## config.mk

```make
export PLATFORM = sky130hd
export DESIGN_NAME = regfile_wb_arbiter
export DESIGN_NICKNAME = d
export VERILOG_FILES = /design/src/rtl/regfile_wb_arbiter.sv
export SDC_FILE = /design/constraint.sdc
export NUM_CORES = 1
export LEC_CHECK = 0
export ABC_AREA = 1
export CAP_MARGIN = 20
export CORE_MARGIN = 8
export CORE_UTILIZATION = 37
export CTS_CLUSTER_SIZE = 25
export DETAILED_ROUTE_END_ITERATION = 6
export GPL_TIMING_DRIVEN = 0
export PLACE_DENSITY = 0.69
export SYNTH_ARGS = -nofsm -noshare
export SYNTH_HDL_FRONTEND = slang
export SYNTH_SLANG_ARGS = --single-unit
export TNS_END_PERCENT = 20
```

## constraint.sdc

```tcl
create_clock -name clk -period 3.3 [get_ports clk]
set_input_delay 0.33 -clock clk [delete_from_list [all_inputs] [get_ports clk]]
set_output_delay 0.33 -clock clk [all_outputs]
set_load 0.005 [all_outputs]
```

## src/rtl/regfile_wb_arbiter.sv

```systemverilog
// Register-file write-port arbiter: merges single-cycle ALU writebacks with buffered LSU
// writebacks, tracks registers awaiting LSU data and forces ALU stalls when the FIFO starves.
module regfile_wb_arbiter #(
    parameter int unsigned XLEN       = 32,
    parameter int unsigned FIFO_DEPTH = 4,
    parameter int unsigned STARVE_MAX = 4
) (
    input  logic                        clk,
    input  logic                        rst_n,
    input  logic                        alu_wb_en,
    input  logic [4:0]                  alu_wb_rd,
    input  logic [XLEN-1:0]             alu_wb_data,
    input  logic                        lsu_wb_valid,
    output logic                        lsu_wb_ready,
    input  logic [4:0]                  lsu_wb_rd,
    input  logic [XLEN-1:0]             lsu_wb_data,
    input  logic                        issue_en,
    input  logic [4:0]                  issue_rd,
    output logic [31:0]                 busy_mask,
    output logic                        alu_stall,
    output logic                        waw_err,
    output logic                        rf_we,
    output logic [4:0]                  rf_rd,
    output logic [XLEN-1:0]             rf_wdata,
    output logic [$clog2(FIFO_DEPTH):0] fifo_count
);

    localparam int unsigned PtrW = $clog2(FIFO_DEPTH);
    localparam int unsigned CntW = PtrW + 1;
    localparam int unsigned StvW = $clog2(STARVE_MAX + 1);
    localparam logic [CntW-1:0] DepthC  = CntW'(FIFO_DEPTH);
    localparam logic [StvW-1:0] StarveC = StvW'(STARVE_MAX);

    logic [4:0]      rd_mem   [FIFO_DEPTH];
    logic [XLEN-1:0] data_mem [FIFO_DEPTH];

    logic [PtrW-1:0] wr_ptr_q, rd_ptr_q;
    logic [CntW-1:0] count_q, count_d;
    logic [StvW-1:0] starve_q, starve_d;
    logic [31:0]     busy_q, busy_d;
    logic            rf_we_q, rf_we_d;
    logic [4:0]      rf_rd_q, rf_rd_d;
    logic [XLEN-1:0] rf_wdata_q, rf_wdata_d;
    logic            waw_q, waw_d;

    logic            fifo_empty;
    logic            push;
    logic            pop;
    logic            alu_req;
    logic [4:0]      head_rd;
    logic [XLEN-1:0] head_data;

    assign fifo_empty   = (count_q == '0);
    // Ready depends only on the registered count, so a full FIFO refuses even while popping.
    assign lsu_wb_ready = (count_q < DepthC);
    assign alu_stall    = (starve_q >= StarveC);
    // rd==0 entries complete the handshake but are never stored.
    assign push         = lsu_wb_valid && lsu_wb_ready && (lsu_wb_rd != 5'd0);
    // ALU requests during a stall are dropped outright.
    assign alu_req      = alu_wb_en && (alu_wb_rd != 5'd0) && !alu_stall;
    assign pop          = !fifo_empty && (alu_stall || !alu_req);
    assign head_rd      = rd_mem[rd_ptr_q];
    assign head_data    = data_mem[rd_ptr_q];

    assign busy_mask  = busy_q;
    assign waw_err    = waw_q;
    assign rf_we      = rf_we_q;
    assign rf_rd      = rf_rd_q;
    assign rf_wdata   = rf_wdata_q;
    assign fifo_count = count_q;

    always_comb begin
        count_d = count_q;
        case ({push, pop})
            2'b10:   count_d = count_q + CntW'(1);
            2'b01:   count_d = count_q - CntW'(1);
            default: count_d = count_q;
        endcase

        starve_d = starve_q;
        if (fifo_empty || pop) begin
            starve_d = '0;
        end else if (starve_q != StarveC) begin
            starve_d = starve_q + StvW'(1);
        end

        // Clear before set so a same-cycle issue to the popped register stays busy.
        busy_d = busy_q;
        if (pop) begin
            busy_d[head_rd] = 1'b0;
        end
        if (issue_en && (issue_rd != 5'd0)) begin
            busy_d[issue_rd] = 1'b1;
        end
        busy_d[0] = 1'b0;

        rf_we_d    = pop || alu_req;
        rf_rd_d    = '0;
        rf_wdata_d = '0;
        if (pop) begin
            rf_rd_d    = head_rd;
            rf_wdata_d = head_data;
        end else if (alu_req) begin
            rf_rd_d    = alu_wb_rd;
            rf_wdata_d = alu_wb_data;
        end

        waw_d = alu_req && busy_q[alu_wb_rd];
    end

    always_ff @(posedge clk or negedge rst_n) begin
        if (!rst_n) begin
            wr_ptr_q   <= '0;
            rd_ptr_q   <= '0;
            count_q    <= '0;
            starve_q   <= '0;
            busy_q     <= '0;
            rf_we_q    <= 1'b0;
            rf_rd_q    <= '0;
            rf_wdata_q <= '0;
            waw_q      <= 1'b0;
        end else begin
            if (push) begin
                wr_ptr_q <= wr_ptr_q + PtrW'(1);
            end
            if (pop) begin
                rd_ptr_q <= rd_ptr_q + PtrW'(1);
            end
            count_q    <= count_d;
            starve_q   <= starve_d;
            busy_q     <= busy_d;
            rf_we_q    <= rf_we_d;
            rf_rd_q    <= rf_rd_d;
            rf_wdata_q <= rf_wdata_d;
            waw_q      <= waw_d;
        end
    end

    always_ff @(posedge clk) begin
        if (push) begin
            rd_mem[wr_ptr_q]   <= lsu_wb_rd;
            data_mem[wr_ptr_q] <= lsu_wb_data;
        end
    end

endmodule

```

==> flow_summary.json <==
{
  "status": "finished, final reports clean",
  "fin_nets": 1127,
  "drt-total-wl_um": 25400,
  "startpoint_type": "input port",
  "numCtsBuffers": 26,
  "rsz0062_at_grt": "no",
  "gp_congestion": 0.870,
  "r2r_end": "fifo_count[2]",
  "synthCells": 844,
  "wl_per_cell_um": 18.3,
  "cts_setup_buffers": 0,
  "start_util": 0.375,
  "fin_worst_skew_ps": 10.8,
  "dp_hpwl_um": 17000,
  "cts-root-buf": "clkbuf_16",
  "cp_max_fo": 10,
  "vias_per_cell": 5.07,
  "stdcell_count": 1385,
  "synth_top_area_share": 0.473,
  "cp_num_buf_inv": 4,
  "antenna_cells": 0,
  "post-route-period-util": 0.753,
  "dieArea_mm2": 0.0307,
  "die-width_um": 175,
  "r2r_setup_slack_ps": 820,
  "path_clk_slew_ps": 60,
  "synth.area.top_cells": "edfxtp_1 (47%), dfrtp_1 (21%), nand2_1 (8.0%), o21ai_0 (3.7%), nor2_1 (3.6%)",
  "p_leak_nw": 4.92,
  "cp_top_family": "buffers and inverters",
  "setup_violations": 0,
  "crit_type": "in2reg",
  "drtIter0Drc": 532,
  "syn-cell-area_mm2": 0.00939,
  "final.setup.tns_ps": 0,
  "yosysWarnings": 0,
  "max_slew.worst_pin.slew_ps": 1050,
  "grt_pass1_vias": 6992,
  "ctsResizeCount": 0,
  "ant_nets": 0,
  "grt-ovfl-total": 0,
  "slowest_delay_ps": 540,
  "grt_first_pass_wirelength_um": 39300,
  "cp_slowest_cell": "clkdlybuf4s50_1",
  "insertion_delay_ps": 520,
  "h-tree-depth": 1,
  "power_mw": 10.8,
  "core_area_mm2": 0.0250,
  "cp_data_arrival_time_ps": 2880,
  "cp.required_ps": 3690,
  "min_period_ps": 2480,
  "grt_max_degree": 65,
  "maxSlewHeadroom": 0.293,
  "maxCapViolCount": 0,
  "vias": 7023,
  "rows": 58,
  "cts_sinks": 228,
  "die_h_um": 175,
  "worst_setup_path_end_kind": "flop",
  "place_area_mm2": 0.0115,
  "final_area_mm2": 0.0124,
  "syn2layout_area_growth_pct": 32.3,
  "path_cells": "clkdlybuf4s50_1, nor2_1, nand3_1, nand2_2, nand2_4, inv_4, buf_4, ha_1, inv_1, fa_1, a21oi_1, o21ai_0, xor2_1",
  "first_pass_iters": 4,
  "r2r_cells": 11,
  "min_path_type": "in2async",
  "dp_cells": 1336,
  "ys_seq_area_frac": 0.687,
  "syn_area_per_cell_um2": 11.1,
  "antenna_found_initial": 2,
  "synthesis.nets": 936,
  "cts_tree": "yes",
  "drive_gt1_frac": 0.0853,
  "ios": 160,
  "max-vdd-ir-drop_v": 0.000362,
  "ys_types": 28,
  "finalMaxSlewViolations": 0,
  "yosysTopAreaCell": "edfxtp_1",
  "synth-seq-cells": 228,
  "powerDensity_mw_per_mm2": 870,
  "port_buffers": 157,
  "max_freq_mhz": 403,
  "drc": 0,
  "max-clock-path-buffers": 3,
  "r2r-start": "fifo_count[0]",
  "grt_use_total": 0.162,
  "hold_viol_final": 0
}
synthesized netlist by cell type:
cell type  count
nand3_2        2
clkbuf_1      20
nand3_1       47
o21ai_0       70
nand2_1      200
nor3_1         9
nor2_1        91
buf_2         11
o21ai_1        1
a22o_1        32
inv_1         55
nor2_4         4
inv_2          3
fa_1           1
nand2_2        5
a21oi_1        5
ha_1           7
buf_6          1
nor2_2         6
xor2_1         3
o22ai_1       34
buf_4          5
dfrtp_1       80
nand2_4        1
edfxtp_1     148
xnor2_1        1
inv_4          1
conb_1         1
logic make-up (layout without fill, tap and decap cells):
logic type	Yosys count	in the layout	share of synthesized area
xor gates and xnor gates	4	4	0.00373
other	1	1	0.000400
AOI/OAI and AO/OA	142	142	0.0930
buffers and inverters	96	307	0.0429
DFF	228	228	0.687
and+or+nand+nor	365	365	0.162
adders and majority gates	8	8	0.0115
state kept, by name, indices dropped and copies added, names as in the netlist:
name and cells:
data_mem 128, rf_wdata 32, busy_mask 31, rd_mem 20, rf_rd 5, fifo_count 3
starve_q 3, rd_ptr_q 2, wr_ptr_q 2, rf_we 1, waw_err 1
report_power, final:
group / switching [mW] / internal [mW]
combinational: 2.14 / 1.60
sequential: 0.337 / 3.74
clock: 1.14 / 1.84
per-layer routing:
metal / routed length [um] / GRT usage / vias up
li1: - / - / 3278
met1: 10500 / 0.199 / 3453
met2: 12500 / 0.280 / 249
met3: 1880 / 0.0412 / 39
met4: 481 / 0.0424 / 4
met5: 27 / 0 / -
per-stage QoR:
stage	hold slack, ps	util	setup WS [ps]
after CTS	239	0.496	797
after detailed placement	228	0.460	262
final	242	0.496	816
after global routing	271	0.496	643
after floorplan	34.4	-	522
after global placement	442	0.454	-1470
how the worst max path moves through the flow:
stage	start	slack (ps)	endpoint	cells past startpoint
6_report	alu_wb_rd[2]	820	fifo_count[2]	13
5_1_grt	alu_wb_rd[2]	640	fifo_count[2]	13
4_1_cts	fifo_count[0]	800	fifo_count[2]	11
3_5_place_dp	alu_wb_rd[2]	260	fifo_count[2]	13
3_3_place_gp	lsu_wb_rd[3]	-1470	data_mem[0][7]	5
2_1_floorplan	fifo_count[2]	520	data_mem[0][0]	3
what timing repair did:
action / CTS / global route
hold endpoints to repair: 16 / 0
hold buffers: 1 / 0
endpoints found under the setup margin: 0 / 0
cell usage in the layout (no fill, tap or decap), drive strengths merged:
master           n
nand2          206
clkdlybuf4s50  156
edfxtp         148
nor2           101
dfrtp           80
o21ai           71
inv             61
nand3           49
clkbuf          47
o22ai           34
a22o            32
buf             23
clkinv          13
nor3             9
ha               7
a21oi            5
bufinv           5
xor2             3
xnor2            1
fa               1
conb             1
clkinvlp         1
dlygate4sd3      1
layout make-up:
class                           count  area (um^2)
Buffer                             37          179
Clock buffer                       27          654
Clock inverter                     21          244
Fill cell                        2178        12600
Inverter                           59          224
Multi-Input combinational cell    520         2570
Sequential cell                   228         6450
Tap cell                          330          413
Timing Repair Buffer              163         1690
Note: power is estimated with default switching activity, not from simulation.
